[src/rtl/call_stack_ctrl.sv]
// Call/return stack controller: sequences push/pop handshakes to an external
// stack memory, tracks occupancy and raises sticky error flags.
module call_stack_ctrl #(
  parameter int DEPTH  = 8,
  parameter int DATA_W = 32
) (
  input  logic                         clk,
  input  logic                         rst_n,
  input  logic                         call_req,
  input  logic [DATA_W-1:0]            ret_addr_in,
  input  logic                         ret_req,
  input  logic                         clr_err,
  output logic                         busy,
  output logic                         done,
  output logic                         ret_valid,
  output logic [DATA_W-1:0]            ret_addr_out,
  output logic [$clog2(DEPTH+1)-1:0]   sp,
  output logic                         overflow,
  output logic                         underflow,
  output logic                         conflict,
  output logic                         read_en,
  output logic                         write_en,
  output logic [DATA_W-1:0]            data_in,
  input  logic [DATA_W-1:0]            data_out
);

  localparam int SP_W = $clog2(DEPTH + 1);
  localparam logic [SP_W-1:0] SP_FULL = SP_W'(DEPTH);
  localparam logic [SP_W-1:0] SP_ZERO = '0;
  localparam logic [SP_W-1:0] SP_ONE  = SP_W'(1);

  typedef enum logic [2:0] {
    IDLE = 3'd0,
    PUSH = 3'd1,
    POP  = 3'd2,
    WAIT = 3'd3,
    FIN  = 3'd4
  } state_t;

  state_t            state;
  state_t            next_state;
  logic [SP_W-1:0]   sp_next;
  logic              done_next;
  logic              valid_next;
  logic              latch_addr;
  logic              capture;
  logic              set_ovf;
  logic              set_udf;
  logic              set_cnf;

  // State register
  always_ff @(posedge clk) begin
    if (!rst_n) begin
      state <= IDLE;
    end else begin
      state <= next_state;
    end
  end

  // Next-state decode; outputs are derived from the next state so they are registered
  always_comb begin
    next_state = state;
    sp_next    = sp;
    done_next  = 1'b0;
    valid_next = 1'b0;
    latch_addr = 1'b0;
    capture    = 1'b0;
    set_ovf    = 1'b0;
    set_udf    = 1'b0;
    set_cnf    = 1'b0;
    case (state)
      IDLE: begin
        if (call_req && ret_req) begin
          set_cnf    = 1'b1;
          next_state = FIN;
        end else if (call_req) begin
          if (sp == SP_FULL) begin
            set_ovf    = 1'b1;
            done_next  = 1'b1;
            next_state = FIN;
          end else begin
            latch_addr = 1'b1;
            next_state = PUSH;
          end
        end else if (ret_req) begin
          if (sp == SP_ZERO) begin
            set_udf    = 1'b1;
            done_next  = 1'b1;
            next_state = FIN;
          end else begin
            next_state = POP;
          end
        end else begin
          next_state = IDLE;
        end
      end
      PUSH: begin
        if (sp != SP_FULL) begin
          sp_next = sp + SP_ONE;
        end else begin
          sp_next = sp;
        end
        done_next  = 1'b1;
        next_state = FIN;
      end
      POP: begin
        if (sp != SP_ZERO) begin
          sp_next = sp - SP_ONE;
        end else begin
          sp_next = sp;
        end
        next_state = WAIT;
      end
      WAIT: begin
        capture    = 1'b1;
        done_next  = 1'b1;
        valid_next = 1'b1;
        next_state = FIN;
      end
      FIN: begin
        next_state = IDLE;
      end
      default: begin
        next_state = IDLE;
      end
    endcase
  end

  // Registered outputs, occupancy and sticky flags (a set beats a clear)
  always_ff @(posedge clk) begin
    if (!rst_n) begin
      busy         <= 1'b0;
      done         <= 1'b0;
      ret_valid    <= 1'b0;
      read_en      <= 1'b0;
      write_en     <= 1'b0;
      data_in      <= '0;
      ret_addr_out <= '0;
      sp           <= '0;
      overflow     <= 1'b0;
      underflow    <= 1'b0;
      conflict     <= 1'b0;
    end else begin
      busy      <= (next_state != IDLE);
      done      <= done_next;
      ret_valid <= valid_next;
      read_en   <= (next_state == POP);
      write_en  <= (next_state == PUSH);
      data_in   <= latch_addr ? ret_addr_in : '0;
      if (capture) begin
        ret_addr_out <= data_out;
      end else begin
        ret_addr_out <= ret_addr_out;
      end
      sp        <= sp_next;
      overflow  <= set_ovf | (overflow  & ~clr_err);
      underflow <= set_udf | (underflow & ~clr_err);
      conflict  <= set_cnf | (conflict  & ~clr_err);
    end
  end

endmodule

[config.mk]
export PLATFORM = sky130hd
export DESIGN_NAME = call_stack_ctrl
export DESIGN_NICKNAME = d
export VERILOG_FILES = /design/src/rtl/call_stack_ctrl.sv
export SDC_FILE = /design/constraint.sdc
export NUM_CORES = 1
export LEC_CHECK = 0
export ABC_AREA = 1
export CAP_MARGIN = 20
export CORE_ASPECT_RATIO = 0.5
export CORE_MARGIN = 5
export CORE_UTILIZATION = 35
export DETAILED_ROUTE_END_ITERATION = 10
export GPL_ROUTABILITY_DRIVEN = 0
export PLACE_DENSITY = 0.78
export SYNTH_ARGS = -nofsm -noshare
export SYNTH_HDL_FRONTEND = slang
export SYNTH_SLANG_ARGS = --single-unit
[constraint.sdc]
create_clock -name clk -period 1.8 [get_ports clk]
set_clock_uncertainty 0.2 [all_clocks]
set_input_delay 0.18 -clock clk [delete_from_list [all_inputs] [get_ports clk]]
set_output_delay 0.18 -clock clk [all_outputs]
set_load 0.005 [all_outputs]
==> qor.yml <==
cts:
  root_buffer: "clkbuf_16"
  post-cts-setup-buffers: 0
  path_clk_slew_ps: 50
  cts_hold_buf: 0
  cts_made_buffers: 9
  cts_max_path_buffers: 2
  cts_max_level: 3
  clk_latency_ps: 320
  cts_num_sinks: 79
  post_cts_resized: 0
  tritoncts: "built"
detailed_routing:
  num_vias: 2553
  avgRoutedWirePerCell_um: 12.99
  drtIter0Drc: 159
  drc_errors: 0
  ant_nets: 0
  avgViaCountPerCell: 4.248
  wl_um: 7804
  first_pass_iters: 4
placed_design:
  io_buffer_count: 144
  place_ws_ps: 53.48
  dp_cells: 587
  dp_hpwl_um: 5860
logic_synthesis:
  synth_fp_nets: 409
  yosysMostFrequentCell: "dfxtp_1"
  yosys-top-cells-area: "dfxtp_1, nor2_1, nor2_2"
  synth_top_cell_area_share_pct: 56.05
  synth_edf_count: 0
  synth_ff_type: "dfxtp_1"
  synth-async-reset-ratio_pct: 0
  synthesis.instances: 337
  yosys_warnings: 0
  yosysUniqueCellTypes: 22
  synth_top_area_cell: "dfxtp_1"
  syn_area_per_cell_um2: 8.372
  ys_seq_elements: 79
  synth_area_um2: 2821
  ys_seq_area_share_pct: 56.05
  synthTopCellsByCount: "dfxtp_1, nor2_1, inv_1, o21ai_0, nor2_2"
status:
  outcome: "finished, final reports clean"
setup_path:
  r2r_slack_ps: 140
  critPathLaunchType: "register"
  critPathCapture: "sp[0]"
  crit_type: "reg2out"
  timing.rr.end: "sp[3]"
  critPathRequiredTime_ps: 1420
  cpPeakStageDelay_ps: 540
  cp_top_family: "buffers and inverters"
  end_kind: "output pin"
  worst-path-buf-inv: 1
  cp_data_arrival_time_ps: 1290
  rr_worst_depth: 11
  startpoint: "sp[0]"
  cp.depth: 1
  crit_chain: "clkdlybuf4s50_1"
  critical_path.slowest_cell: "clkdlybuf4s50_1"
  r2r_start: "state[0]"
  cp_max_fo: 6
finish:
  antennaDiodeCount: 0
  area_delta_synth_final_pct: 65.77
  layout-drive-gt1-share_pct: 12.47
  stdcell_count: 601
  layout.nets: 558
global_route:
  grtUsageTotal_pct: 15.68
  gr-total-overflow: 0
  grt_pass1_vias: 2473
  grt_max_degree: 37
  grt_pass1_wl_um: 12050
  antenna_found_initial: 0
timing:
  rsz0062_at_grt: "true"
  clock.fmax_mhz: 600.6
  maxSlewHeadroom_pct: 61.96
  setup_viol: 0
  tightestPinTransition_ps: 569.8
  fin_crit_sh_pct: 92.51
  finalWorstSetupSlack_ps: 134.9
  hold_violations: 0
  period_needed_ps: 1665
  report.final.slew_viol_count: 0
run:
  drv_cap: 0
power:
  peakVddDrop_mv: 0.4359
  totalPowerFinal_mw: 3.951
  power.density_nw_per_um2: 844.9
  p_leak_nw: 2.019
floorplanning:
  start_util_pct: 35.65
  ios: 145
  rows: 23
  die_h_um: 73.49
  die_x_um: 137.0
  fp.coreArea_um2: 7914
  design.die.area_um2: 10070
min_path:
  worstHoldPathType: "in2reg"
-- state kept, by name, summed over array words and instances, names as in the netlist --
name and cells:
overflow 1, read_en 1, sp 4, ret_addr_out 32
conflict 1, data_in 32, write_en 1, underflow 1
state 3, done 1, ret_valid 1, busy 1
-- worst reg2reg max path: stages, from the launching register on --
cell and delay [ps]:
dfxtp_2 330, inv_1 50, nand2_1 80, nor2_4 130, ha_1 290, nand3_1 130, nand3_1 70, nand2_1 80
nand3_1 80, nand2_1 60, inv_1 30, nor2_1 80
-- where the power goes --
part / switching, mW / leakage (nW) / internal (mW) / total, mW
sequential: 0.0287 / 0.641 / 1.81 / 1.84
combinational: 0.195 / 1.25 / 0.290 / 0.486
clock: 0.636 / 0.132 / 0.991 / 1.63
-- cell usage in the layout, fill, tap and decap left out --
master,Yosys,final
a21oi_1,10,10
a2bb2oi_1,1,1
buf_12,0,2
buf_4,0,6
clkbuf_1,3,2
clkbuf_16,0,9
clkbuf_8,0,2
clkdlybuf4s50_1,0,144
clkinv_2,0,1
dfxtp_1,79,77
dfxtp_2,0,2
fa_1,1,1
ha_1,2,2
inv_1,47,47
inv_2,1,1
nand2_1,19,19
nand2_2,3,3
nand3_1,10,10
nand4_1,1,1
nand4_4,1,1
nor2_1,78,78
nor2_2,31,30
nor2_4,3,4
nor3_1,1,1
o21ai_0,34,34
xnor2_1,1,1
-- routing by layer --
metal	global-route usage, %	wire length [um]	vias up
met3	5.404	419	15
met2	28.49	4250	62
li1	-	-	1321
met1	16.56	2949	1155
met5	0	0	-
met4	7.301	184	0
-- per-stage QoR --
step           TNS [ps]  util (%)  instance area [um^2]  hold WS [ps]
3_5_place_dp          0     55.65                  4404         270.5
5_1_grt          -9.308     59.10                  4677         172.3
3_3_place_gp          0     55.65                  4404         260.1
4_1_cts               0     59.00                  4669         168.3
6_report              0     59.10                  4677         185.4
2_1_floorplan         0         -                  2821         92.22
-- worst min-delay path by stage --
stage | startpoint | end | slack, ps | depth (start not counted)
floorplan | ret_addr_in[13] | data_in[13] | 90 | 2
global placement | conflict | conflict | 260 | 2
detailed placement | conflict | conflict | 270 | 2
CTS | ret_addr_in[1] | data_in[1] | 170 | 3
global route | ret_addr_in[1] | data_in[1] | 170 | 3
finish | ret_addr_in[25] | data_in[25] | 190 | 3
-- cells by family (layout without fill, tap and decap cells) --
kind of cell / count (synthesis) / after routing / share of synthesized area [%]
XOR/XNOR: 1 / 1 / 0.3105
AND/OR/NAND/NOR: 147 / 147 / 24.57
buffers and inverters: 62 / 214 / 9.357
AO/OA/AOI/OAI: 45 / 45 / 8.115
adder cells (fa/ha/maj): 3 / 3 / 1.596
flip-flops: 79 / 79 / 56.05
-- area by class of cell --
cell class                      instances  area, um^2
Timing Repair Buffer                  152        1526
Tap cell                              112       140.1
Inverter                               48       180.2
Clock inverter                          1       5.005
Sequential cell                        79        1584
Clock buffer                           13       260.3
Fill cell                             681        3237
Multi-Input combinational cell        196       980.9
Note: power is estimated with default switching activity, not from simulation.
